==> src/rtl/cpu_pkg.sv <==
// Shared constants and helpers for the CPU front end: field widths, opcode
// field position inside the 16-bit instruction word, and load-phase encoding.
package cpu_pkg;

    localparam int OPCODE_W = 4;
    localparam int INSTR_W  = 12;
    localparam int BYTE_W   = 8;
    localparam int WORD_W   = 2 * BYTE_W;

    localparam int OPC_HI = 15;
    localparam int OPC_LO = 12;

    localparam logic LOAD_HI = 1'b0;
    localparam logic LOAD_LO = 1'b1;

    // The state encoding is the byte_phase output itself.
    typedef enum logic {
        ST_LOAD_HI = LOAD_HI,
        ST_LOAD_LO = LOAD_LO
    } load_state_e;

    function automatic logic [WORD_W-1:0] join_bytes(
        input logic [BYTE_W-1:0] hi,
        input logic [BYTE_W-1:0] lo
    );
        return {hi, lo};
    endfunction

endpackage

==> src/rtl/btn_debounce.sv <==
// Push-button conditioning: two-flop synchronizer, optional debounce counter
// (enabled by INSTR_LOADER_DEBOUNCE_EN) and a rising-edge strobe.
module btn_debounce #(
    parameter int DEBOUNCE_CYCLES = 16
) (
    input  logic clk,
    input  logic rst_n,
    input  logic btn_raw_i,
    output logic btn_edge_o,
    output logic deb_level_o
);

    if (DEBOUNCE_CYCLES < 1) begin : g_bad_cycles
        $error("btn_debounce: DEBOUNCE_CYCLES must be >= 1");
    end

    logic s1_q;
    logic s2_q;
    logic deb_lvl;
    logic deb_dly_q;

    always_ff @(posedge clk) begin
        if (!rst_n) begin
            s1_q <= 1'b0;
            s2_q <= 1'b0;
        end else begin
            s1_q <= btn_raw_i;
            s2_q <= s1_q;
        end
    end

`ifdef INSTR_LOADER_DEBOUNCE_EN
    localparam int CNT_W = $clog2(DEBOUNCE_CYCLES + 1);
    localparam logic [CNT_W-1:0] CNT_LAST = CNT_W'(DEBOUNCE_CYCLES - 1);

    logic [CNT_W-1:0] cnt_q;
    logic [CNT_W-1:0] cnt_d;
    logic             deb_q;
    logic             deb_d;

    // Count consecutive disagreeing cycles; any agreement restarts the count.
    always_comb begin
        cnt_d = '0;
        deb_d = deb_q;
        if (s2_q != deb_q) begin
            if (cnt_q == CNT_LAST) begin
                deb_d = s2_q;
            end else begin
                cnt_d = cnt_q + 1'b1;
            end
        end
    end

    always_ff @(posedge clk) begin
        if (!rst_n) begin
            cnt_q <= '0;
            deb_q <= 1'b0;
        end else begin
            cnt_q <= cnt_d;
            deb_q <= deb_d;
        end
    end

    assign deb_lvl = deb_q;
`else
    assign deb_lvl = s2_q;
`endif

    always_ff @(posedge clk) begin
        if (!rst_n) begin
            deb_dly_q <= 1'b0;
        end else begin
            deb_dly_q <= deb_lvl;
        end
    end

    assign btn_edge_o  = deb_lvl & ~deb_dly_q;
    assign deb_level_o = deb_lvl;

endmodule

==> src/rtl/instr_loader.sv <==
// Assembles a 16-bit instruction from two button-strobed switch bytes and
// hands opcode/instr to the core. Debounce enabled by INSTR_LOADER_DEBOUNCE_EN.
module instr_loader
    import cpu_pkg::*;
#(
    parameter int DEBOUNCE_CYCLES = 16
) (
    input  logic                clk,
    input  logic                rst_n,
    input  logic [BYTE_W-1:0]   data_in,
    input  logic                btn_raw,
    output logic [OPCODE_W-1:0] opcode,
    output logic [INSTR_W-1:0]  instr,
    output logic                inst_done,
    output logic                btn_edge,
    output logic                byte_phase
);

    logic                btn_edge_w;
    logic                deb_level;
    load_state_e         state_q;
    logic [BYTE_W-1:0]   hi_stage_q;
    logic [OPCODE_W-1:0] opcode_q;
    logic [INSTR_W-1:0]  instr_q;
    logic                done_q;
    logic [WORD_W-1:0]   word;

    btn_debounce #(
        .DEBOUNCE_CYCLES(DEBOUNCE_CYCLES)
    ) u_btn_debounce (
        .clk        (clk),
        .rst_n      (rst_n),
        .btn_raw_i  (btn_raw),
        .btn_edge_o (btn_edge_w),
        .deb_level_o(deb_level)
    );

    assign word = join_bytes(hi_stage_q, data_in);

    // Outputs only move on the second press, so the core sees a stable word
    // while the next instruction's high byte is being entered.
    always_ff @(posedge clk) begin
        if (!rst_n) begin
            state_q    <= ST_LOAD_HI;
            hi_stage_q <= '0;
            opcode_q   <= '0;
            instr_q    <= '0;
            done_q     <= 1'b0;
        end else begin
            done_q <= 1'b0;
            case (state_q)
                ST_LOAD_HI: begin
                    if (btn_edge_w) begin
                        hi_stage_q <= data_in;
                        state_q    <= ST_LOAD_LO;
                    end
                end
                ST_LOAD_LO: begin
                    if (btn_edge_w) begin
                        opcode_q <= word[OPC_HI:OPC_LO];
                        instr_q  <= word[INSTR_W-1:0];
                        done_q   <= 1'b1;
                        state_q  <= ST_LOAD_HI;
                    end
                end
                default: state_q <= ST_LOAD_HI;
            endcase
        end
    end

    assign opcode     = opcode_q;
    assign instr      = instr_q;
    assign inst_done  = done_q;
    assign btn_edge   = btn_edge_w & (deb_level | ~deb_level);
    assign byte_phase = state_q;

endmodule

==> config.mk <==
export PLATFORM = sky130hd
export DESIGN_NAME = instr_loader
export DESIGN_NICKNAME = d
export VERILOG_FILES = /design/src/rtl/cpu_pkg.sv /design/src/rtl/btn_debounce.sv /design/src/rtl/instr_loader.sv
export SDC_FILE = /design/constraint.sdc
export NUM_CORES = 1
export LEC_CHECK = 0
export CORE_ASPECT_RATIO = 0.9
export CORE_MARGIN = 2
export CORE_UTILIZATION = 49
export DETAILED_ROUTE_END_ITERATION = 8
export PLACE_DENSITY = 0.83
export SLEW_MARGIN = 20
export SYNTH_ARGS = -nofsm -noshare
export SYNTH_HDL_FRONTEND = slang
export SYNTH_HIERARCHICAL = 1
export SYNTH_SLANG_ARGS = --single-unit
==> constraint.sdc <==
create_clock -name clk -period 2.8 [get_ports clk]
set_input_delay 0.28 -clock clk [delete_from_list [all_inputs] [get_ports clk]]
set_output_delay 0.28 -clock clk [all_outputs]
set_load 0.01 [all_outputs]
==> results.toml <==
[logic_synthesis]
synth_top_family_by_area = "multiplexers"
synthMuxAreaShare_pct = 22.0
syn_nets = 104
synth_cell_types = 12
synth_area_um2 = 1090
syn_inst = 91
synth_compound_area_share_pct = 0
yosysSeqAreaShare_pct = 53.2
synth-xor-area-share_pct = 0
synth-simple-area-share_pct = 17.9
yosys_warnings = 6
synth-seq-cells = 29
synthAdderAreaFrac_pct = 2.29
avgSynthCellArea_um2 = 12.0

[power]
comb_power_share_pct = 7.0
switching_share_pct = 21.3
p_int_w = 0.000569
switchingPower_w = 0.000154
peakVddDrop_mv = 0.363
p_seq_share_pct = 58.6
clock_power_share_pct = 34.4
power_density_nw_per_um2 = 505
leakage_nw = 0.479

[placed_design]
post-place-ws_ps = 1270
numPortBuffers = 29
place_congestion = 0.682
dpl.hpwl_um = 1310

[finish]
fill_cells = 173
drive_gt1_share_pct = 6.50
synthToLayoutAreaGrowth_pct = 31.2
multi_input_area_um2 = 460
antenna_cells = 0
ff_latch_area_um2 = 581
nNetsFinal = 136

[die]
die_y_um = 48.8
top_level_ports = 30
rows = 16
start_util_pct = 50.9
coreArea_um2 = 2140
die_x_um = 53.7
die-area_um2 = 2620

[clocking]
insertion_delay_ps = 310
clockRootBuffer = "clkbuf_4"
cts_tree = "built"
post_cts_resized = 0
clk_pin_slew_worst_paths_ps = 80
cts_hold_buf = 0
cts.sinks = 29
cts_buffers = 5
postCtsSetupBuffers = 0
cts_buffer_depth = 2
htree_num_levels = 2

[global_routing]
grt_pass1_vias = 705
grt_use_met1_pct = 22.0
antenna_found_initial = 0
grt_use_met2_pct = 26.2
grt_busiest_layer = "met2"
gr-total-overflow = 0
grt_max_degree = 30
grt_usage_pct = 18.0
grt_pass1_wl_um = 3260
use_met3_pct = 9.26

[timing]
fin_crit_sh_pct = 58.6
final_max_slew_viol_count = 0
setup_violations = 0
tightest_slew_ps = 693
grt_setup_unrepaired = "no"
max_freq_mhz = 610
max_slew_margin_pct = 53.6
worst_slack_ps = 1160
finalCriticalPeriod_ps = 1640
hold_viol = 0
clock-skew-final_ps = 6.60
setup_tns_ps = 0

[setup_path]
crit_family = "buffers and inverters"
slowest_delay_ps = 550
criticalPathCategory = "register to primary output"
worstPathCellList = "nor2b_4 > clkdlybuf4s50_1"
worstPathRequired_ps = 2520
slowest_stage = "clkdlybuf4s50_1"
crit_fanout = 4
setup.worst_path.end_class = "primary output"
crit_arrival_ps = 1360
cp.buffers_inverters = 1
startpoint_type = "register"

[flow_run]
max_cap_viol_count = 0

[routing]
detail-route-antenna-nets = 0
firstDrtPassIters = 2
drt-initial-drc-count = 4
routed_via_density = 4.73
wl_um = 1950
avgRoutedWirePerCell_um = 13.0
drc = 0
vias = 710

[min_path]
hold_path.class = "register to register"

[status]
status = "finished clean"
==> cells in the mapped netlist <==
master	number	area [µm²]
dfxtp_1	29	581
nor2b_1	25	156
mux2i_1	24	240
and2_1	3	18.8
clkbuf_1	2	7.51
ha_1	2	25.0
and3_1	1	6.26
buf_12	1	20.0
buf_4	1	7.51
buf_6	1	11.3
inv_1	1	3.75
nor2b_4	1	13.8
==> final cells by class <==
| class | count | share of cell area (%) |
|---|---|---|
| multi-input cells | 56 | 32.2 |
| repair buffers | 30 | 20.8 |
| clock buffers | 7 | 3.85 |
| inverters | 1 | 0.262 |
| flip-flops and latches | 29 | 40.6 |
| well taps | 27 | 2.36 |
==> flip-flops by register name (all words and copies together) (netlist names) <==
register,flops
u_btn_debounce/deb_level_o,1
u_btn_debounce/deb_dly_q,1
hi_stage_q,8
opcode,4
inst_done,1
byte_phase,1
instr,12
u_btn_debounce/s1_q,1
==> metrics by stage <==
step / instances / power, W / instance area, µm² / hold slack [ps] / util [%]
2_1_floorplan: 91 / 0.000459 / 1090 / 402 / -
3_3_place_gp: 143 / 0.000482 / 1380 / 409 / 64.3
3_5_place_dp: 143 / 0.000484 / 1380 / 423 / 64.3
4_1_cts: 150 / 0.000732 / 1430 / 444 / 66.8
5_1_grt: 150 / 0.000758 / 1430 / 462 / 66.8
6_report: 150 / 0.000723 / 1430 / 441 / 66.8
==> worst paths after layout <==
check / to / cells after the start / slack (ps) / startpoint
worst max register to register: hi_stage_q[3] / 4 / 1370 / u_btn_debounce/deb_level_o
worst min register to register: u_btn_debounce/deb_level_o / 1 / 440 / u_btn_debounce/s1_q
worst max-delay path: btn_edge / 2 / 1160 / u_btn_debounce/deb_level_o
worst min-delay path: u_btn_debounce/deb_level_o / 1 / 440 / u_btn_debounce/s1_q
==> placed cells by master, fill, tap and decap left out, drive strengths merged <==
cell and n:
and3 1, nor2b 26, and2 3, clkbuf 7, clkdlybuf4s50 29, dfxtp 29, mux2i 24, buf 1
ha 2, inv 1
==> kinds of logic after synthesis <==
logic type,Yosys count
and+or+nand+nor,30
DFF,29
muxes,24
buffers and inverters,6
adders and majority gates,2
==> layer usage <==
metal | routed length, µm | vias up
li1 | - | 361
met1 | 882 | 328
met2 | 948 | 19
met3 | 110 | 2
met4 | 11 | 0
met5 | 0 | -
==> power by group through the flow <==
stage	sequential, W	combinational [W]	clock (W)
finish	0.000424	0.0000505	0.000249
global placement	0.000433	0.0000496	0
detailed placement	0.000433	0.0000505	0
CTS	0.000424	0.0000510	0.000257
global route	0.000425	0.0000549	0.000279
floorplan	0.000433	0.0000252	0
No activity file was read; power rests on OpenSTA's default activity.
